==> config.mk <==
export PLATFORM = sky130hd
export DESIGN_NAME = seq_detector_param
export DESIGN_NICKNAME = d
export VERILOG_FILES = /design/src/rtl/seq_detector_param.sv
export SDC_FILE = /design/constraint.sdc
export NUM_CORES = 1
export LEC_CHECK = 0
export BUFFER_PORTS_ARGS = -buffer_cell sky130_fd_sc_hd__buf_2
export CORE_AREA = 4 4 67 69
export DETAILED_ROUTE_END_ITERATION = 8
export DIE_AREA = 0 0 71 73
export PLACE_DENSITY = 0.66
export SYNTH_ARGS = -nofsm -noshare
export SYNTH_HDL_FRONTEND = slang
export SYNTH_SLANG_ARGS = --single-unit
==> constraint.sdc <==
create_clock -name clk -period 1.8 [get_ports clk]
set_input_delay 0.18 -clock clk [delete_from_list [all_inputs] [get_ports clk]]
set_output_delay 0.18 -clock clk [all_outputs]
set_load 0.05 [all_outputs]
==> src/rtl/seq_detector_param.sv <==
// Parameterised serial pattern detector: Moore FSM (IDLE/HUNT/MATCH) with selectable overlap.
// Optional saturating match counter is built only when SEQDET_COUNT_EN is defined.
module seq_detector_param #(
  parameter int PAT_W = 8,
  parameter int CNT_W = 16,
  parameter int LEN_W = $clog2(PAT_W) + 1
) (
  input  logic             clk,
  input  logic             reset_n,
  input  logic             din,
  input  logic             din_valid,
  input  logic             cfg_load,
  input  logic [PAT_W-1:0] pattern,
  input  logic [LEN_W-1:0] pat_len,
  input  logic             overlap,
  input  logic             cnt_clr,
  output logic             dout,
  output logic             cfg_err,
  output logic [CNT_W-1:0] match_count
);

  typedef enum logic [1:0] {IDLE, HUNT, MATCH} state_t;

  localparam logic [LEN_W-1:0] FILL_MAX = LEN_W'(PAT_W);

  state_t           state;
  logic [PAT_W-1:0] pat_q;
  logic [LEN_W-1:0] len_q;
  logic             ovl_q;
  logic [PAT_W-1:0] hist;
  logic [LEN_W-1:0] fill;

  logic [PAT_W-1:0] hist_nxt;
  logic [PAT_W-1:0] len_mask;
  logic [LEN_W-1:0] fill_nxt;
  logic             cfg_ok;
  logic             accept;
  logic             hit;

  // A hit only needs the newest len_q bits of history to line up with the pattern.
  always_comb begin
    cfg_ok   = (pat_len >= LEN_W'(2)) && (pat_len <= FILL_MAX);
    accept   = din_valid && !cfg_load && (state != IDLE);
    hist_nxt = {hist[PAT_W-2:0], din};
    fill_nxt = (fill == FILL_MAX) ? fill : fill + LEN_W'(1);
    len_mask = '0;
    for (int i = 0; i < PAT_W; i++) begin
      len_mask[i] = (i < int'(len_q));
    end
    hit = accept && (fill_nxt >= len_q) &&
          ((hist_nxt & len_mask) == (pat_q & len_mask));
  end

  always_ff @(posedge clk or negedge reset_n) begin
    if (!reset_n) begin
      state   <= IDLE;
      dout    <= 1'b0;
      cfg_err <= 1'b0;
      pat_q   <= '0;
      len_q   <= '0;
      ovl_q   <= 1'b0;
      hist    <= '0;
      fill    <= '0;
    end else if (cfg_load) begin
      pat_q   <= pattern;
      len_q   <= pat_len;
      ovl_q   <= overlap;
      hist    <= '0;
      fill    <= '0;
      dout    <= 1'b0;
      cfg_err <= !cfg_ok;
      state   <= cfg_ok ? HUNT : IDLE;
    end else if (state != IDLE) begin
      if (accept) begin
        hist <= hist_nxt;
        // Non-overlapping mode restarts the fill so matched bits are never reused.
        fill <= (hit && !ovl_q) ? '0 : fill_nxt;
      end
      state <= hit ? MATCH : HUNT;
      dout  <= hit;
    end
  end

`ifdef SEQDET_COUNT_EN
  logic [CNT_W-1:0] cnt;

  always_ff @(posedge clk or negedge reset_n) begin
    if (!reset_n) begin
      cnt <= '0;
    end else if (cnt_clr) begin
      cnt <= hit ? CNT_W'(1) : '0;
    end else if (hit && (cnt != {CNT_W{1'b1}})) begin
      cnt <= cnt + CNT_W'(1);
    end
  end

  assign match_count = cnt;
`else
  logic unused_cnt_clr;

  assign match_count    = '0;
  assign unused_cnt_clr = cnt_clr;
`endif

endmodule

### Yosys cells after proc, flatten, opt, wreduce, memory -nomap -nowiden

Index checks and enable logic that the tools add are counted.

| word-level totals | value |
|---|---|
| flip-flop bits (word level) | 28 |
| output and inout port bits | 18 |
| logic and storage cells | 51 |

| cells by class | value |
|---|---|
| add/subtract/negate cells | 1 |
| magnitude comparators | 11 |
| equal/unequal tests | 2 |
| muxes and demuxes | 14 |
| bitwise operators | 2 |
| reductions and logical operators | 13 |

Operators by type and width:

| kind | number |
|---|---|
| two-way mux 7 bit | 3 |
| two-way mux 4 bit | 5 |
| bitwise AND 8 bit | 2 |
| less-than comparator 3 x 4 -> 1 bit (first input constant) | 4 |
| == test 8 bit | 1 |
| less-than comparator 1 x 4 -> 1 bit (first input constant) | 2 |
| less-than comparator 2 x 4 -> 1 bit (first input constant) | 2 |
| logical AND 1 bit | 6 |
| two-way mux 2 bit | 3 |
| nonzero test 2 bit | 3 |
| adder 4 x 1 -> 4 bit (second input constant) | 1 |
| == test 4 bit (second input constant) | 1 |
| >= comparator 4 x 2 -> 1 bit (second input constant) | 1 |
| >= comparator 4 bit | 1 |
| <= comparator 4 bit (second input constant) | 1 |
| logical NOT 1 bit | 3 |
| two-way mux 1 bit | 3 |
| AND reduction 2 bit | 1 |

### Logic depth before layout (Yosys ltp)

Gate-level depths: netlist (run 1).

| logic depth | value |
|---|---|
| depth in word-level cells | 10 |
| depth in mapped cells | 10 |
| gate-level depth less buffers | 10 |

### Worst setup path before layout (run 1)

No wires, ideal clock.

| path | value |
|---|---|
| path type | reg-to-reg |
| start | reg fill[0] |
| end | reg dout |
| setup time | 0.119 ns |
| arrival | 1.871 ns |
| setup slack | -0.190 ns |
| stages on the path, launching flop included | 11 |
| cells stage by stage | dfrtp_1 -> inv_1 -> ha_1 -> nand3b_1 -> xnor2_1 -> inv_1 -> ha_1 -> nand2b_1 -> a211oi_1 -> o21bai_1 -> and2_1 |

| between the ends | value |
|---|---|
| cells in the longest elaborated chain, start to end | 7 |
| elaborated cells on any way between the ends | 8 |
| classes of those cells | add/sub: 1; order compare: 1; eq/ne: 1; mux: 3; reduce/logical: 2 |

RTL lines:

| element | RTL line | source |
|---|---|---|
| start: declaration | 31 | `logic [LEN_W-1:0] fill;` |
| start signal: assignment | 77 | `fill <= (hit && !ovl_q) ? '0 : fill_nxt;` |
| adder 4 x 1 -> 4 bit or == test 4 bit (tied branches) | 45 | `fill_nxt = (fill == FILL_MAX) ? fill : fill + LEN_W'(1);` |
| two-way mux 4 bit * | 45 |  |
| >= comparator 4 bit * | 50 | `hit = accept && (fill_nxt >= len_q) &&` |
| logical AND 1 bit * (2 in series) | 50 |  |
| two-way mux 1 bit * | 73 | `end else if (state != IDLE) begin` |
| two-way mux 1 bit * | 64 | `end else if (cfg_load) begin` |
| end signal: assignment | 80 | `dout <= hit;` |
| end: declaration | 17 | `output logic dout,` |

Mark *: on every way between the ends. The rest lies on a longest branch, timed or not. The select of a mux whose other input is x is not followed.
A chain may end at the register's enable or synchronous reset.

### Worst setup path in the final report (run 1)

| path | value |
|---|---|
| start | reg fill[0] |
| end | reg fill[2] |

| between the ends | value |
|---|---|
| cells in the longest elaborated chain, start to end | 10 |
| elaborated cells on any way between the ends | 11 |
| classes of those cells | add/sub: 1; order compare: 1; eq/ne: 1; mux: 5; reduce/logical: 3 |

RTL lines:

| element | RTL line | source |
|---|---|---|
| adder 4 x 1 -> 4 bit or == test 4 bit (tied branches) | 45 |  |
| two-way mux 4 bit * | 45 |  |
| >= comparator 4 bit | 50 |  |
| logical AND 1 bit (2 in series) | 50 |  |
| logical AND 1 bit | 77 |  |
| two-way mux 4 bit * | 77 |  |
| two-way mux 4 bit * | 74 | `if (accept) begin` |
| two-way mux 4 bit * | 73 |  |
| two-way mux 4 bit * | 64 |  |

Marked as above.

==> flow_metrics.env, run 1 <==
export IMPL_timing_worst_setup_path_type="reg -> reg"
export IMPL_drt_iter0_drc=21
export IMPL_cts_buffers_inserted=3
export IMPL_core_sq_um=3910
export IMPL_dr_pass1_iters=4
export IMPL_grt_use_total_pct=12.1
export IMPL_max_stage_delay_ps=400
export IMPL_cap_violations=0
export IMPL_syn_cell_area_sq_um=1490
export IMPL_design_portCount=37
export IMPL_ys_warn_count=0
export IMPL_die_height_um=73
export IMPL_timing_hold_worst_class="in -> reg"
export IMPL_report_final_setup_viol=6
export IMPL_most_common_cell_after_layout_fill_and_taps_aside="dfrtp_1"
export IMPL_yosysSeqAreaShare_pct=45.3
export IMPL_synth_ff_latch_count=27
export IMPL_fin_ws_ps=-230
export IMPL_reg2reg_to="fill[2]"
export IMPL_worstSetupStartpoint="fill[0]"
export IMPL_final_max_slew_violation_count=0
export IMPL_maxSlewHeadroom_pct=60.4
export IMPL_cts_buffer_depth=2
export IMPL_worstPathCellList="inv_2 > ha_4 > nand3b_1 > xnor2_2 > inv_1 > ha_1 > nand2b_4 > a211oi_4 > o21bai_4 > a31oi_1"
export IMPL_cts_max_level=1
export IMPL_critPathRequiredTime_ps=1980
export IMPL_dp_worst_setup_slack_ps=-232
export IMPL_routed_via_density=4.85
export IMPL_result_of_the_run="finished with violations"
export IMPL_grt_pass1_vias=1145
export IMPL_clock_tree_from_tritoncts="yes"
export IMPL_leakagePower_nw=0.868
export IMPL_die_width_um=71
export IMPL_layout_cell_share_with_drive_strength_beyond_1_pct=35.1
export IMPL_number_of_cells_on_the_worst_reg_to_reg_path=10
export IMPL_gpl_final_weighted_congestion=0.762
export IMPL_number_of_flops_mapped_to_enable_cells_by_yosys=0
export IMPL_vias=1057
export IMPL_worst_path_max_fanout=6
export IMPL_clock_root_buffer="clkbuf_8"
export IMPL_port_buffer_count=19
export IMPL_place_hpwl_um=2200
export IMPL_irDropWorstVdd_v=0.000436
export IMPL_violations="negative setup slack"
export IMPL_grt_overflow=0
export IMPL_synth_async_sr_flop_share_pct=100
export IMPL_cp_data_arrival_time_ps=2210
export IMPL_layout_cells_most_common_list="dfrtp_1, buf_2, conb_1"
export IMPL_post_synth_num_cell_types=36
export IMPL_setup_worst_path_start_class="flop"
export IMPL_initial_utilization_pct=38.1
export IMPL_unrepaired_setup_endpoints_after_global_routing="true"
export IMPL_timing_clock_skew_ps=2.15
export IMPL_clk_insertion_delay_late_ps=260
export IMPL_grt_start_max_net_pins=28
export IMPL_postSynth_topFlopCell="dfrtp_1"
export IMPL_finalHoldViolations=0
export IMPL_timing_final_crit_period_ps=2030
export IMPL_num_rows=23
export IMPL_maxClockFrequency_mhz=493
export IMPL_r2r_start="fill[0]"
export IMPL_wire_per_inst_um=13.6
export IMPL_critical_path_slowest_cell="dfrtp_1"
export IMPL_antenna_found_initial=0
export IMPL_die_area_sq_um=5180
export IMPL_min_delay_path_depth=2
export IMPL_cts_sinks=27
export IMPL_remaining_number_of_nets_flagged_by_the_antenna_check_after_routing=0
export IMPL_num_antenna_cells=0
export IMPL_worst_setup_path_endpoint="fill[2]"
export IMPL_fin_tns_setup_ps=-1230
export IMPL_detail_route_wirelength_um=2960
export IMPL_worst_hold_check_slack_ps=138
export IMPL_num_nets_final=194
export IMPL_critical_path_endpoint_type="flop"
export IMPL_netlist_instances=135
export IMPL_power_density_nw_per_um2=760
export IMPL_clkSlewWorstSetupHoldPaths_ps=90
export IMPL_setup_reg_to_reg_worst_slack_ps=-230
export IMPL_grt_first_pass_wirelength_um=5170
export IMPL_drc_errors=0
export IMPL_synthesis_area_per_instance_sq_um=11.0
export IMPL_period_share_pct=113
export IMPL_area_growth_pct=19.5
export IMPL_worst_slew_pin_transition_ps=593
[synth_stat cells, types with 2 or more instances]
master / count / share of area (%)
ha_1: 6 / 5.0
a211oi_1: 2 / 1.0
and2_1: 2 / 0.84
xor2_1: 8 / 4.7
a22o_1: 7 / 4.1
xnor2_1: 2 / 1.2
a31oi_1: 4 / 1.7
nor2_1: 3 / 0.76
dfrtp_1: 27 / 45
clkbuf_1: 3 / 0.76
mux2_2: 10 / 7.6
a21oi_1: 2 / 0.67
a22oi_1: 4 / 2.0
buf_4: 16 / 8.1
nand2_1: 3 / 0.76
nand2b_1: 3 / 1.3
inv_1: 7 / 1.8
o21ai_0: 8 / 2.7
[how the worst min path moves through the flow]
stage,startpoint,end
after global routing,pattern[7],pat_q[7]
after global placement,reset_n,pat_q[2]
after CTS,pattern[7],pat_q[7]
after detailed placement,reset_n,hist[1]
final,pattern[7],pat_q[7]
after floorplan,reset_n,cfg_err
[power by group]
group	switching (mW)	internal, mW
clock	0.174	0.158
sequential	0.0339	0.645
combinational	0.205	0.136
[repair_timing]
item / CTS / global route
resized for setup: 3 / 4
hold buffers: 1 / 0
pin swaps: 3 / 4
endpoints found under the hold margin: 27 / 0
buffers inserted: 1 / 1
setup endpoints to repair: 6 / 6
[sequential cells by signal, indices dropped and copies added (netlist names)]
name / cells
pat_q: 8
hist: 7
fill: 4
len_q: 4
cfg_err: 1
dout: 1
ovl_q: 1
state: 1
[per-layer routing]
metal  GRT usage [%]  share of wire [%]  vias up
met3            1.65                3.6        2
met2            21.9                 53       21
li1                -                  -      518
met4            3.76               0.34        0
met1            15.0                 43      516
met5               0                  0        -
[critical path, delay by kind of cell, from the launching register on]
family	cells	cell delay, ps
flip-flops	1	400
XOR/XNOR	1	190
AO/OA/AOI/OAI	3	580
AND/OR/NAND/NOR	2	260
adder cells (fa/ha/maj)	2	380
buffers and inverters	2	140
[final cells by class]
type / instances / area, sq um
Fill cell: 378 / 2130
Multi-Input combinational cell: 96 / 761
Tap cell: 50 / 62.6
Inverter: 7 / 26.3
Clock buffer: 4 / 45.0
Timing Repair Buffer: 34 / 210
Sequential cell: 27 / 676
[through the flow]
stage | cell area, sq um | utilization [%] | instances | total power [mW]
finish | 1780 | 45.5 | 218 | 1.35
global route | 1780 | 45.5 | 218 | 1.43
CTS | 1750 | 44.7 | 217 | 1.34
detailed placement | 1670 | 42.7 | 211 | 0.991
global placement | 1670 | 42.7 | 211 | 0.981
floorplan | 1560 | - | 150 | 0.921
[cell families after synthesis]
family / count (synthesis) / synth area share [%]
compound gates: 34 / 16.9
xor+xnor: 10 / 5.88
fa+ha+maj: 6 / 5.04
buf+inv: 27 / 10.8
flops: 27 / 45.3
mux: 10 / 7.56
other cells: 1 / 0.252
simple gates: 20 / 8.23
No activity file was read; power rests on OpenSTA's default activity.
==> inputs of run 2 (changes only) <==
--- a/config.mk
+++ b/config.mk
@@ -5,11 +5,12 @@
 export SDC_FILE = /design/constraint.sdc
 export NUM_CORES = 1
 export LEC_CHECK = 0
+export ABC_AREA = 1
 export BUFFER_PORTS_ARGS = -buffer_cell sky130_fd_sc_hd__buf_2
 export CORE_AREA = 4 4 67 69
 export DETAILED_ROUTE_END_ITERATION = 8
 export DIE_AREA = 0 0 71 73
-export PLACE_DENSITY = 0.66
+export PLACE_DENSITY = 0.67
 export SYNTH_ARGS = -nofsm -noshare
 export SYNTH_HDL_FRONTEND = slang
 export SYNTH_SLANG_ARGS = --single-unit
==> flow_metrics.env, run 2 <==
export IMPL_result_of_the_run="finished with violations"
export IMPL_violations="negative setup slack"
export IMPL_met3WireLength_um=130
export IMPL_grt_use_total_pct=12.3
export IMPL_unrepaired_setup_endpoints_after_global_routing="true"
export IMPL_maxSlewHeadroom_pct=61.6
export IMPL_timing_hold_worst_class="in -> reg"
export IMPL_setup_worst_path_start_class="flop"
export IMPL_yosysSeqAreaShare_pct=44.1
export IMPL_worstPathCellList="buf_4 > buf_4 > nand3_1 > xor2_1 > inv_1 > ha_1 > nand2_1 > o21ai_2 > nand4_1 > nand2_1 > nand2_1"
export IMPL_syn_cell_area_sq_um=1530
export IMPL_clock_tree_from_tritoncts="yes"
export IMPL_routed_via_density=4.41
export IMPL_cts_buffer_depth=2
export IMPL_cts_buffers_inserted=3
export IMPL_worst_path_max_fanout=4
export IMPL_maxClockFrequency_mhz=506
export IMPL_gpl_final_weighted_congestion=0.789
export IMPL_critical_path_endpoint_type="flop"
export IMPL_count_of_filler_cells_inserted_in_the_layout=425
export IMPL_num_nets_final=256
export IMPL_fin_ws_ps=-176
export IMPL_postSynth_topFlopCell="dfrtp_1"
export IMPL_port_buffer_count=19
export IMPL_num_rows=23
export IMPL_detail_route_wirelength_um=2850
export IMPL_synth_async_sr_flop_share_pct=100
export IMPL_largest_reg_flops=8
export IMPL_reg_largest_list="pat_q: 8 flops, hist: 7 flops"
export IMPL_met1Wirelength_um=1300
export IMPL_ys_warn_count=0
export IMPL_grt_first_pass_wirelength_um=5090
export IMPL_die_width_um=71
export IMPL_core_sq_um=3910
export IMPL_synthesis_area_per_instance_sq_um=7.51
export IMPL_min_delay_path_depth=3
export IMPL_post_synth_top_cells="nand2_1, inv_1, dfrtp_1"
export IMPL_synth_top_cells_by_area="dfrtp_1, nand2_1, buf_4, inv_1, ha_1"
export IMPL_period_share_pct=110
export IMPL_number_of_flops_mapped_to_enable_cells_by_yosys=0
export IMPL_antenna_found_initial=0
export IMPL_clk_insertion_delay_late_ps=270
export IMPL_register_area_sq_um=676
export IMPL_most_common_cell_after_layout_fill_and_taps_aside="nand2_1"
export IMPL_reg2reg_to="fill[3]"
export IMPL_timing_clock_skew_ps=2.89
export IMPL_total_chip_power_mw=1.33
export IMPL_dpl_instance_area_sq_um=1640
export IMPL_num_antenna_cells=0
export IMPL_clkSlewWorstSetupHoldPaths_ps=90
export IMPL_drt_iter0_drc=42
export IMPL_max_stage_delay_ps=410
export IMPL_grt_start_max_net_pins=28
export IMPL_irDropWorstVdd_v=0.000438
export IMPL_wire_per_inst_um=10.2
export IMPL_report_final_setup_viol=6
export IMPL_leakagePower_nw=0.968
export IMPL_cp_data_arrival_time_ps=2150
export IMPL_multi_input_area_sq_um=678
export IMPL_stdcell_area_sq_um=1730
export IMPL_cts_max_level=1
export IMPL_place_hpwl_um=2160
export IMPL_worst_path_most_repeated_cell="nand2_1"
export IMPL_worst_hold_path_endpoint="pat_q[3]"
export IMPL_critPathRequiredTime_ps=1970
export IMPL_fin_tns_setup_ps=-867
export IMPL_remaining_number_of_nets_flagged_by_the_antenna_check_after_routing=0
export IMPL_synth_ff_latch_count=27
export IMPL_grt_overflow=0
export IMPL_cts_sinks=27
export IMPL_cap_violations=0
export IMPL_final_max_slew_violation_count=0
export IMPL_finalHoldViolations=0
export IMPL_setup_reg_to_reg_worst_slack_ps=-180
export IMPL_layout_cells_most_common_list="nand2_1, inv_1, dfrtp_1"
export IMPL_yosysTopAreaCellShare_pct=44.1
export IMPL_r2r_start="fill[0]"
export IMPL_most_numerous_cell_in_the_yosys_netlist="nand2_1"
export IMPL_post_synth_top_area_cell="dfrtp_1"
export IMPL_die_height_um=73
export IMPL_netlist_instances=204
export IMPL_number_of_cells_on_the_worst_reg_to_reg_path=11
export IMPL_critical_path_slowest_cell="dfrtp_1"
export IMPL_routed_wl_met2_um=1370
export IMPL_max_flop_register="pat_q"
export IMPL_grt_pass1_vias=1200
export IMPL_area_growth_pct=12.9
export IMPL_vias=1234
export IMPL_worst_slew_pin_transition_ps=576
export IMPL_clock_root_buffer="clkbuf_8"
export IMPL_die_area_sq_um=5180
export IMPL_timing_worst_setup_path_type="reg -> reg"
export IMPL_drc_errors=0
export IMPL_holdCritStartpoint="pattern[3]"
export IMPL_post_synth_num_cell_types=20
export IMPL_power_density_nw_per_um2=768
export IMPL_top_layer="met4"
export IMPL_initial_utilization_pct=39.1
export IMPL_layout_cell_share_with_drive_strength_beyond_1_pct=15.7
export IMPL_design_portCount=37
export IMPL_worst_hold_check_slack_ps=103
export IMPL_timing_final_crit_period_ps=1980
export IMPL_dr_pass1_iters=4
[run 2: changes by cell type after synthesis, sizes merged, moves of 3 or more]
| cell | previous run | this run |
|---|---|---|
| a22o | 7 | 0 |
| a22oi | 4 | 0 |
| a31oi | 4 | 0 |
| inv | 7 | 31 |
| mux2 | 10 | 0 |
| nand2 | 3 | 69 |
| nand2b | 3 | 0 |
| nand3 | 1 | 7 |
| nor2 | 3 | 15 |
| o21ai | 8 | 12 |
| o22ai | 0 | 8 |
| xor2 | 8 | 3 |
[run 2: what timing repair did]
action,CTS,global route
buffers inserted,2,1
gates resized for setup,0,4
hold buffers,1,0
setup endpoints to repair,6,6
pin swaps,5,6
hold endpoints to repair,27,0
[run 2: through the flow]
step                setup slack [ps]  utilization (%)  std cells
floorplan                       23.2                -        219
global placement               -85.8             41.8        272
detailed placement              -147             41.8        272
CTS                             -175             43.6        279
global route                    -409             44.2        280
finish                          -176             44.2        280
[run 2: layer usage]
layer  track usage, %  vias to the layer above
li1                 -                      648
met1             15.0                      552
met2             21.5                       28
met3             1.24                        6
met4             6.68                        0
met5                0                        -
[run 2: worst max-delay path, delay by kind of cell (launching register included)]
family / cells / cell delay [ps]
compound gates: 1 / 140
fa+ha+maj: 1 / 290
flops: 1 / 410
simple gates: 5 / 530
xor+xnor: 1 / 190
buf+inv: 3 / 330
[run 2: worst max-delay path by stage]
stage | startpoint | end | cells past startpoint
2_1_floorplan | fill[0] | fill[0] | 12
3_3_place_gp | fill[0] | fill[2] | 12
3_5_place_dp | fill[0] | fill[3] | 12
4_1_cts | fill[0] | fill[3] | 12
5_1_grt | fill[0] | fill[1] | 12
6_report | fill[0] | fill[3] | 11
[run 2: power by group]
group	internal (mW)	switching [mW]
combinational	0.100	0.221
clock	0.155	0.181
sequential	0.646	0.0255
[run 2: final cells by class]
class                      instances  area share [%]
clock inverter                     1           0.289
inverter                          31            6.73
tap                               50            3.62
multi-input combinational        142            39.2
timing repair buffer              26            8.68
sequential                        27            39.1
clock buffer                       3            2.39
[run 2: cells by family after synthesis]
group           Yosys count  synth area share (%)
simple gates             94                  24.3
buf+inv                  50                  16.3
flops                    27                  44.1
compound gates           22                  7.84
fa+ha+maj                 6                  4.90
xor+xnor                  4                  2.29
other cells               1                 0.245
